==> src/rtl/pipe_register_elastic.sv <==
// Elastic DEPTH-stage pipeline register with valid/ready handshakes.
// Bubbles collapse; optional input skid makes the upstream ready a flop.
module pipe_register_elastic #(
    parameter int DATA_WIDTH = 32,
    parameter int DEPTH      = 2,
    parameter int REG_READY  = 0,
    parameter int CNT_WIDTH  = $clog2(DEPTH + 2)
) (
    input  logic                  clk,
    input  logic                  arst,
    input  logic                  i_flush,
    input  logic                  i_valid,
    output logic                  o_ready,
    input  logic [DATA_WIDTH-1:0] i_data,
    output logic                  o_valid,
    input  logic                  i_ready,
    output logic [DATA_WIDTH-1:0] o_data,
    output logic [CNT_WIDTH-1:0]  o_count
);

    logic [DEPTH-1:0]                 v;
    logic [DEPTH-1:0]                 v_nxt;
    logic [DEPTH-1:0]                 acc;
    logic [DEPTH-1:0]                 adv;
    logic [DEPTH-1:0][DATA_WIDTH-1:0] d;
    logic [DEPTH-1:0][DATA_WIDTH-1:0] d_nxt;

    logic                  sv;
    logic                  sv_nxt;
    logic [DATA_WIDTH-1:0] sd;
    logic [DATA_WIDTH-1:0] sd_nxt;

    logic                  use_skid;
    logic                  src_v;
    logic [DATA_WIDTH-1:0] src_d;

    logic [CNT_WIDTH-1:0] cnt;
    logic [CNT_WIDTH-1:0] cnt_nxt;

    // Advance chain resolved from the output end back to stage 0.
    always_comb begin
        acc = '0;
        adv = '0;
        adv[DEPTH-1] = v[DEPTH-1] & i_ready & ~i_flush;
        acc[DEPTH-1] = ~v[DEPTH-1] | adv[DEPTH-1];
        for (int k = DEPTH - 2; k >= 0; k--) begin
            adv[k] = v[k] & acc[k+1];
            acc[k] = ~v[k] | adv[k];
        end
    end

    assign use_skid = (REG_READY != 0) && sv;
    assign src_v    = use_skid | i_valid;
    assign src_d    = use_skid ? sd : i_data;

    generate
        if (REG_READY != 0) begin : g_ready_reg
            assign o_ready = ~sv & ~i_flush;
        end else begin : g_ready_comb
            assign o_ready = acc[0] & ~i_flush;
        end
    endgenerate

    assign o_valid = v[DEPTH-1] & ~i_flush;
    assign o_data  = d[DEPTH-1];
    assign o_count = cnt;

    always_comb begin
        v_nxt  = v;
        d_nxt  = d;
        sv_nxt = sv;
        sd_nxt = sd;

        if (acc[0]) begin
            v_nxt[0] = src_v;
            if (src_v) begin
                d_nxt[0] = src_d;
            end
        end

        for (int k = 1; k < DEPTH; k++) begin
            if (acc[k]) begin
                v_nxt[k] = v[k-1];
                if (v[k-1]) begin
                    d_nxt[k] = d[k-1];
                end
            end
        end

        // Skid holds an accepted word that stage 0 could not take.
        if (REG_READY != 0) begin
            if (sv) begin
                if (acc[0]) begin
                    sv_nxt = 1'b0;
                end
            end else if (i_valid & ~i_flush & ~acc[0]) begin
                sv_nxt = 1'b1;
                sd_nxt = i_data;
            end
        end

        if (i_flush) begin
            v_nxt  = '0;
            sv_nxt = 1'b0;
        end

        cnt_nxt = CNT_WIDTH'(sv_nxt);
        for (int k = 0; k < DEPTH; k++) begin
            cnt_nxt = cnt_nxt + CNT_WIDTH'(v_nxt[k]);
        end
    end

    always_ff @(posedge clk or posedge arst) begin
        if (arst) begin
            v   <= '0;
            d   <= '0;
            sv  <= 1'b0;
            sd  <= '0;
            cnt <= '0;
        end else begin
            v   <= v_nxt;
            d   <= d_nxt;
            sv  <= sv_nxt;
            sd  <= sd_nxt;
            cnt <= cnt_nxt;
        end
    end

endmodule

==> config.mk <==
export PLATFORM = sky130hd
export DESIGN_NAME = pipe_register_elastic
export DESIGN_NICKNAME = d
export VERILOG_FILES = /design/src/rtl/pipe_register_elastic.sv
export SDC_FILE = /design/constraint.sdc
export NUM_CORES = 1
export LEC_CHECK = 0
export ABC_AREA = 1
export CORE_MARGIN = 1.5
export CORE_UTILIZATION = 30
export CTS_BUF_LIST = sky130_fd_sc_hd__clkbuf_4
export DETAILED_ROUTE_END_ITERATION = 8
export GPL_ROUTABILITY_DRIVEN = 0
export PLACE_DENSITY = 0.57
export SLEW_MARGIN = 20
export SYNTH_ARGS = -nofsm -noshare
export SYNTH_HDL_FRONTEND = slang
export SYNTH_SLANG_ARGS = --single-unit
==> constraint.sdc <==
create_clock -name clk -period 6.5 [get_ports clk]
set_input_delay 1.3 -clock clk [delete_from_list [all_inputs] [get_ports clk]]
set_output_delay 1.3 -clock clk [all_outputs]
set_load 0.02 [all_outputs]
# [Word level (Yosys, flattened, before mapping)]
# Cells that the tools add are included.
[word_totals] reg_bits=69 in_bits=37 word_cells=23
[op_classes] n_addsub=2 mux=4 bitwise_logic=10 n_reduce_logical=2
[ops] operator="AND 1 bit" n=5
[ops] operator="AND reduction 2 bit" n=2
[ops] operator="two-way mux 1 bit" n=3
[ops] operator="NOT 1 bit" n=3
[ops] operator="adder 1 x 1 -> 2 bit" n=1
[ops] operator="adder 2 x 1 -> 2 bit" n=1
[ops] operator="two-way mux 2 bit" n=1
[ops] operator="bitwise OR 1 bit" n=2

# [Longest topological paths before layout]
# Gate-level depths: netlist of run 1.
[logic_depth] word_depth=9 ltp_mapped=7 depth_no_buf=6

# [Least setup slack after synthesis of run 1]
# OpenSTA, ideal clock, no wires.
[synth_path] path_kind="input to output" from="in i_flush" to="out o_ready" arrival_ps=1776 required_ps=5200 slack_ps=3424 path_stages=3 n_path_buf=0 path_cell_list="inv_2 nand2_4 a31oi_1"
[synth_via] elab_chain_len=6
[synth_rtl] item="start: declaration" line="11" text="input logic i_flush,"
[synth_rtl] item="NOT 1 bit *" line="44, 60"
[synth_rtl] item="AND 1 bit" line="44" text="adv[DEPTH-1] = v[DEPTH-1] & i_ready & ~i_flush;"
[synth_rtl] item="bitwise OR 1 bit" line="45" text="acc[DEPTH-1] = ~v[DEPTH-1] | adv[DEPTH-1];"
[synth_rtl] item="AND 1 bit" line="47" text="adv[k] = v[k] & acc[k+1];"
[synth_rtl] item="bitwise OR 1 bit" line="48" text="acc[k] = ~v[k] | adv[k];"
[synth_rtl] item="AND 1 bit *" line="60" text="assign o_ready = acc[0] & ~i_flush;"
[synth_rtl] item="end: declaration" line="13" text="output logic o_ready,"
# Every way passes the cells marked *; elsewhere a longest branch is shown, timed or not.

# [Worst setup path in the final report of run 1]
# Ends and elaborated chain as after synthesis.

==> impl_metrics.py, run 1 <==
metrics = {
    "worst_setup_path": {
        "crit_path_end_kind": "primary output",
        "cp_data_arrival_time_ns": 2.75,
        "path_class": "primary input to primary output",
        "crit_path_start": "i_flush",
        "cp_max_fo": 6,
        "startpoint_type": "primary input",
        "cp.required_ns": 5.20,
        "reg2reg_depth": 4,
        "ff2ff_setup_slack_ns": 4.18,
        "reg2reg_from": "v[1]$_DFF_PP0_",
    },
    "clock_tree": {
        "hold_buffers": 0,
        "post_cts_resized": 0,
        "insertion_delay_ns": 0.40,
        "htree_levels": 3,
        "cts_tree": "done",
        "clk_pin_slew_ns": 0.11,
        "clock_path_buffers": 2,
        "cts_setup_buffers": 0,
        "cts_root_buf": "clkbuf_4",
        "cts_inserted_buffers": 9,
        "clkSinkCount": 69,
    },
    "detailed_routing": {
        "routedWlPerCell_microns": 12.8,
        "vias": 2188,
        "drcViolationCount": 0,
        "first_pass_iters": 4,
        "drtAntennaViolNets": 0,
        "viasPerCell": 4.38,
        "drt_iter0_drc": 84,
        "wirelength_mm": 6.41,
    },
    "synth": {
        "yosysTopAreaCell": "dfrtp_1",
        "syn_area_sq_mm": 0.00301,
        "netlist_instances": 329,
        "synth_seq_cells": 69,
        "synth-seq-area-share": 0.574,
        "yosysWarningCount": 0,
        "postSynthAreaPerCell_sq_um": 9.14,
        "synth_top_area_frac": 0.574,
        "synth_cell_types": 17,
        "ys_top_cells_by_area": "dfrtp_1, nand2_1, nand3_1, buf_4, buf_2",
        "synth_nets": 367,
    },
    "grt": {
        "use_met3": 0.0461,
        "met2_usage": 0.214,
        "grt_first_pass_wirelength_mm": 10.3,
        "use_met1": 0.163,
        "grt_pass1_vias": 2128,
        "grt_max_degree": 70,
        "grt.overflow.total": 0,
        "antenna_found_initial": 0,
        "busiest_layer": "met2",
        "track_usage": 0.130,
    },
    "final_layout": {
        "n_antenna_cell": 0,
        "layout-drive-gt1-share": 0.0654,
        "num-nets-final": 401,
        "syn2layout_area_growth_pct": 23.2,
        "final_util": 0.381,
        "n_fill_cell": 1011,
    },
    "die": {
        "die_height_microns": 103,
        "start_util": 0.309,
        "core-area_sq_mm": 0.00973,
        "die_w_microns": 103,
        "die-area_sq_mm": 0.0106,
        "rows": 36,
        "ios": 73,
    },
    "sta": {
        "final_hold_viol_count": 0,
        "drv_slew": 0,
        "fmax_ghz": 0.247,
        "rsz0062_at_grt": "no",
        "post-route-min-period_ns": 4.05,
        "tightest_slew_ns": 0.865,
        "final.setup_skew_ns": 0.0117,
        "relSlewSlack": 0.423,
        "finalCritPeriodShare": 0.623,
        "setup_tns_ns": 0,
        "setup_viol_count_final": 0,
    },
    "status": {
        "status": "complete, no violations",
    },
    "placement": {
        "place.detailed.hpwl_mm": 3.88,
        "port-buffer-count": 72,
    },
    "flow_run": {
        "max_cap_viol_count": 0,
    },
    "power_and_ir_drop": {
        "ir_drop_uv": 88.1,
        "leakagePower_nw": 1.83,
        "p_per_area_mw_per_mm2": 283,
    },
    "hold_path": {
        "min_path_cells": 2,
        "worstHoldStart": "d[26]$_DFFE_PP0P_",
        "hp-class": "flop to flop",
    },
}
[final cells by class]
cell class / instances / area, sq um / share of cell area
sequential: 69 / 1730 / 0.466
multi-input combinational: 203 / 902 / 0.244
timing repair buffer: 75 / 743 / 0.201
tap: 133 / 166 / 0.0449
clock inverter: 6 / 78.8 / 0.0213
clock buffer: 9 / 67.6 / 0.0182
inverter: 5 / 18.8 / 0.00507
[registers in the layout (all words and copies together), names as in the netlist]
| signal | cells |
|---|---|
| o_data | 32 |
| d | 32 |
| o_count | 2 |
| sv | 1 |
| v | 2 |
[kinds of logic after synthesis]
group | count (synthesis) | synth area share
buffers and inverters | 57 | 0.126
flip-flops | 69 | 0.574
adder cells (fa/ha/maj) | 1 | 0.00666
AO/OA/AOI/OAI | 3 | 0.00541
AND/OR/NAND/NOR | 199 | 0.288
[worst paths after layout]
kind / to
worst max-delay path: o_ready
worst min-delay path: d[26]$_DFFE_PP0P_
worst max register to register: o_count[0]$_DFF_PP0_
worst min register to register: d[26]$_DFFE_PP0P_
max in group asynchronous: o_data[31]$_DFFE_PP0P_
min in group asynchronous: d[20]$_DFFE_PP0P_
[critical path: stages]
cell             delay, ns
clkdlybuf4s50_1       0.50
inv_2                 0.11
nand2_4               0.07
a31oi_1               0.14
clkdlybuf4s50_1       0.63
[layer usage]
| layer | routed length, microns | up-vias | share of wire |
|---|---|---|---|
| met4 | 73 | 0 | 0.011 |
| li1 | - | 1078 | - |
| met3 | 313 | 5 | 0.049 |
| met2 | 3080 | 48 | 0.48 |
| met5 | 0 | - | 0 |
| met1 | 2940 | 1057 | 0.46 |
[power by group]
group	switching (mW)	internal [mW]	leakage (nW)
Sequential	0.0326	0.485	0.861
Clock	0.148	0.151	0.0830
Combinational	0.123	0.108	0.886
Total	0.303	0.745	1.83
[placed cells by master, fill, tap and decap left out, drive strengths merged]
cell type / Yosys / routed
buf: 51 / 3
a31oi: 1 / 1
clkinv: 0 / 4
a21oi: 2 / 2
dfrtp: 69 / 69
bufinv: 0 / 2
fa: 1 / 1
clkbuf: 1 / 9
clkdlybuf4s50: 0 / 72
nand2: 132 / 132
nand3: 65 / 65
nor2: 2 / 2
inv: 5 / 5
[stage by stage]
step	area (sq um)	setup WS (ns)	total power, mW	hold WS (ns)	std cells
after floorplan	3010	3.42	0.694	0.443	329
after global routing	3700	2.38	1.11	0.503	500
after global placement	3560	2.47	0.757	0.454	485
after detailed placement	3560	2.46	0.761	0.459	485
final	3700	2.45	1.05	0.481	500
after CTS	3700	2.44	1.06	0.485	500
[synth_stat cells]
| cell | instances |
|---|---|
| buf_1 | 5 |
| inv_2 | 1 |
| a21oi_1 | 2 |
| nand2_4 | 3 |
| buf_2 | 8 |
| nand3_1 | 64 |
| nor2_1 | 2 |
| nand2_2 | 1 |
| a31oi_1 | 1 |
| nand3_4 | 1 |
| buf_6 | 3 |
| dfrtp_1 | 69 |
| clkbuf_1 | 1 |
| inv_1 | 4 |
| nand2_1 | 128 |
| fa_1 | 1 |
| buf_4 | 35 |
Power figures use the tool's default switching activity.
==> inputs of run 2 (changes only) <==
- clock period: 6.5 -> 3.8 ns (I/O delays scaled with it)
==> impl_metrics.py, run 2 (synthesis results as in run 1) <==
metrics = {
    "power_and_ir_drop": {
        "p_per_area_mw_per_mm2": 451,
        "ir_drop_uv": 147,
        "clkPwrFrac": 0.227,
        "switchingPower_mw": 0.496,
        "p_int_mw": 1.16,
        "p_comb_frac": 0.239,
        "leakagePower_nw": 1.81,
        "sw_frac_of_total": 0.300,
        "power_frac_seq": 0.534,
    },
    "placement": {
        "port-buffer-count": 72,
        "place.detailed.hpwl_mm": 3.88,
    },
    "detailed_routing": {
        "viasPerCell": 4.31,
        "routedWlPerCell_microns": 12.4,
        "drtAntennaViolNets": 0,
        "drt_iter0_drc": 75,
        "wirelength_mm": 6.20,
        "drcViolationCount": 0,
        "first_pass_iters": 4,
        "vias": 2154,
    },
    "hold_path": {
        "hp-class": "flop to flop",
    },
    "final_layout": {
        "layout_commonest_cell": "nand2_1",
        "layout-drive-gt1-share": 0.0627,
        "num-nets-final": 402,
        "n_antenna_cell": 0,
        "most-common-layout-cells": "nand2_1, clkdlybuf4s50_1, dfrtp_1, nand3_1, clkbuf_4",
        "syn2layout_area_growth_pct": 21.8,
    },
    "die": {
        "core-area_sq_mm": 0.00973,
        "rows": 36,
        "die-area_sq_mm": 0.0106,
        "die_w_microns": 103,
        "die_height_microns": 103,
        "ios": 73,
        "start_util": 0.309,
    },
    "clock_tree": {
        "clkSinkCount": 69,
        "post_cts_resized": 0,
        "hold_buffers": 0,
        "clock_path_buffers": 2,
        "clk_pin_slew_ns": 0.09,
        "insertion_delay_ns": 0.38,
        "cts_setup_buffers": 0,
        "htree_levels": 3,
        "cts_inserted_buffers": 9,
        "cts_tree": "done",
        "cts_root_buf": "clkbuf_4",
    },
    "grt": {
        "grt_pass1_vias": 2134,
        "grt_max_degree": 70,
        "grt.overflow.total": 0,
        "grt_first_pass_wirelength_mm": 10.3,
        "track_usage": 0.129,
        "antenna_found_initial": 0,
    },
    "worst_setup_path": {
        "cp_data_arrival_time_ns": 2.20,
        "startpoint_type": "primary input",
        "cp_max_fo": 6,
        "path_class": "primary input to primary output",
        "cp.required_ns": 3.04,
        "crit_path_end_kind": "primary output",
    },
    "status": {
        "status": "complete, no violations",
    },
    "sta": {
        "fmax_ghz": 0.338,
        "setup_tns_ns": 0,
        "relSlewSlack": 0.420,
        "tightest_slew_ns": 0.870,
        "finalCritPeriodShare": 0.778,
        "drv_slew": 0,
        "rsz0062_at_grt": "no",
        "setup_viol_count_final": 0,
        "post-route-min-period_ns": 2.96,
        "final_hold_viol_count": 0,
        "final.setup_skew_ns": 0.0134,
        "timing.hold.ws_ns": 0.476,
    },
    "flow_run": {
        "max_cap_viol_count": 0,
    },
}
==> run 2: final cells by class <==
class | count | area, sq um
clock buffer | 11 | 82.6
multi-input combinational | 203 | 902
clock inverter | 3 | 15.0
fill | 1043 | 6070
tap | 133 | 166
timing repair buffer | 76 | 751
inverter | 5 | 18.8
sequential | 69 | 1730
==> run 2: final timing paths <==
path	startpoint	end	slack, ns	cells past startpoint
setup / recovery	i_flush	o_ready	0.84	5
hold / removal	o_data[4]$_DFFE_PP0P_	o_data[4]$_DFFE_PP0P_	0.48	2
setup reg to reg	v[0]$_DFF_PP0_	o_count[0]$_DFF_PP0_	1.65	4
hold reg to reg	o_data[4]$_DFFE_PP0P_	o_data[4]$_DFFE_PP0P_	0.48	2
max in group asynchronous	arst	o_data[14]$_DFFE_PP0P_	2.27	3
min in group asynchronous	arst	o_data[17]$_DFFE_PP0P_	0.92	3
==> run 2: layer usage <==
layer	global-route usage	vias up	share of wire
met1	0.174	1004	0.47
met4	0.0530	0	0.010
met3	0.0325	5	0.060
met5	0	-	0
li1	-	1080	-
met2	0.198	65	0.46
==> run 2: stage by stage <==
stage / instances / worst slack, ns / total power, mW / area (sq um) / utilization
5_1_grt: 500 / 0.802 / 1.76 / 3660 / 0.376
4_1_cts: 500 / 0.831 / 1.68 / 3660 / 0.376
6_report: 500 / 0.844 / 1.65 / 3660 / 0.376
3_3_place_gp: 486 / 0.854 / 1.29 / 3560 / 0.366
3_5_place_dp: 486 / 0.851 / 1.30 / 3560 / 0.366
2_1_floorplan: 329 / 1.30 / 1.19 / 3010 / -
==> run 2: critical path: stages <==
cell and delay [ns]:
clkdlybuf4s50_1 0.50, inv_2 0.10, nand2_4 0.07, a31oi_1 0.14, clkdlybuf4s50_1 0.62
==> run 2: power groups by stage <==
stage / logic [mW] / registers, mW / clock network (mW)
after CTS: 0.404 / 0.884 / 0.395
after global placement: 0.398 / 0.896 / 0
after detailed placement: 0.403 / 0.898 / 0
after global routing: 0.439 / 0.895 / 0.429
final: 0.395 / 0.882 / 0.374
after floorplan: 0.301 / 0.885 / 0
==> RTL edit (settings of run 2) <==
Put one more register stage on the output `o_count`. The value now appears one clock later. The other outputs are not delayed to match.
--- a/src/rtl/pipe_register_elastic.sv
+++ b/src/rtl/pipe_register_elastic.sv
@@ -63,7 +63,9 @@
 
     assign o_valid = v[DEPTH-1] & ~i_flush;
     assign o_data  = d[DEPTH-1];
-    assign o_count = cnt;
+    always_ff @(posedge clk) begin
+        o_count <= cnt;
+    end
 
     always_comb begin
         v_nxt  = v;
Check against the original RTL: not equivalent (Yosys sat finds a counterexample within 4 cycles, from zero or initial values and one cycle with arst high).
==> RTL edit against run 2 <==
  * Final cell count increased by 0.80%
  * Sequential cell count increased by 2
  * Synthesized cell count increased by 0.61%
  * Synthesized area increased by 1.3%
  * Largest cell class unchanged
  * Sequential power increased by 2.7%
  * Clock skew increased by 4.8 ps
  * Non-clock buffer count unchanged
  * Routed wire length increased by 5.2%
  * Final area increased by 1.8%
  * Hold slack got worse by 120 ps
  * Largest power group unchanged
  * Total power increased by 3.6%
  * Setup slack got worse by 6.9 ps
==> RTL edit: results (changes against run 2) <==
WL met2: 3020 µm (was 2830 µm)
Vias per std cell: 4.38 (was 4.31)
FFs w/ async S/R, synth: 97.2% (was 100%)
Syn Inst Count: 331 (was 329)
Initial DRC Count: 108 (was 75)
Fill count: 1,076 (was 1,043)
R2r endpoint: cnt[0]$_DFF_PP0_ (was o_count[0]$_DFF_PP0_)
First-pass GRT wire length: 11,200 µm (was 10,300 µm)
Met3 GRT Util: 4.22% (was 3.25%)
Worst skew pair latency: 400 ps (was 380 ps)
Cells after DPL: 488 (was 486)
Nets: 404 (was 402)
Pre-CTS setup slack: 850 ps (was 851 ps)
Synth Area in Compound Gates: 0.534% (was 0.541%)
Hold Path End: o_count[1]$_DFF_P_ (was o_data[4]$_DFFE_PP0P_)
Peak VDD IR: 0.000130 V (was 0.000147 V)
CP max stage cell: clkdlybuf4s50_1 (unchanged)
Run status: finished, final reports clean (unchanged)
Hold_ws: 360 ps (was 476 ps)
GR Layer Usage met2: 20.8% (was 19.8%)
Pint: 1.20 mW (was 1.16 mW)
Post-synthesis sequential area ratio: 58.0% (was 57.4%)
Clk pin slew, worst setup/hold paths: 110 ps (was 90 ps)
Per-cell routed wire length: 12.9 µm (was 12.4 µm)
Finished Layout Cells: 504 (was 500)
Cell depth of the worst hold path: 0 (was 2)
Worst Skew: 18.2 ps (was 13.4 ps)
Router iterations before antenna repair: 4 (unchanged)
Area of placed instances: 3620 µm² (was 3560 µm²)
Multiplexer area fraction after synthesis: 0% (unchanged)
Clock group total power: 0.406 mW (was 0.374 mW)
Post-Synth Adder-Cell Area: 0.657% (was 0.666%)
Met1 Track Usage GR: 16.9% (was 17.4%)
Distinct cells, synth: 18 (was 17)
Sw Ratio: 29.8% (was 30.0%)
Fraction of layout cells with a size suffix above 1: 7.01% (was 6.27%)
Root Buffer: clkbuf_4 (unchanged)
Synth top area cells: dfrtp_1 (57%), nand2_1 (16%), nand3_1 (11%) (unchanged)
Met3 WL: 415 µm (was 370 µm)
Syn_nets: 369 (was 367)
Setup repair bufs after CTS: 0 (unchanged)
Vias in the first global route: 2,255 (was 2,134)
Worst reg2reg setup slack: 1590 ps (was 1650 ps)
Tot GR Track Use: 13.2% (was 12.9%)
Tightest Pin Transition: 770 ps (was 870 ps)
Leakage power: 1.84 nW (was 1.81 nW)
Post-DP HPWL: 4080 µm (was 3880 µm)
Met1 Wirelength: 2980 µm (was 2940 µm)
Min-delay src: cnt[1]$_DFF_PP0_ (was o_data[4]$_DFFE_PP0P_)
==> RTL edit: changes by cell type in the layout (fill, tap and decap cells not counted), sizes merged <==
| cell | change |
|---|---|
| clkinvlp | -1 |
| clkbuf | +2 |
| dfxtp | +2 |
| clkinv | +1 |
==> RTL edit: layout make-up <==
type | count | area (µm²) | area share [%]
flip-flops and latches | 71 | 1770 | 47.4
multi-input cells | 203 | 902 | 24.2
repair buffers | 76 | 763 | 20.5
well taps | 133 | 166 | 4.46
clock buffers | 13 | 97.6 | 2.62
inverters | 5 | 18.8 | 0.503
clock inverters | 3 | 13.8 | 0.369
==> RTL edit: how the worst max path moves through the flow <==
stage | start | slack [ps] | cells past startpoint | to
after floorplan | arst | 1300 | 1 | cnt[0]$_DFF_PP0_
after global placement | i_flush | 860 | 5 | o_ready
after detailed placement | i_flush | 850 | 5 | o_ready
after CTS | i_flush | 830 | 5 | o_ready
after global routing | i_flush | 770 | 5 | o_ready
final | i_flush | 840 | 5 | o_ready
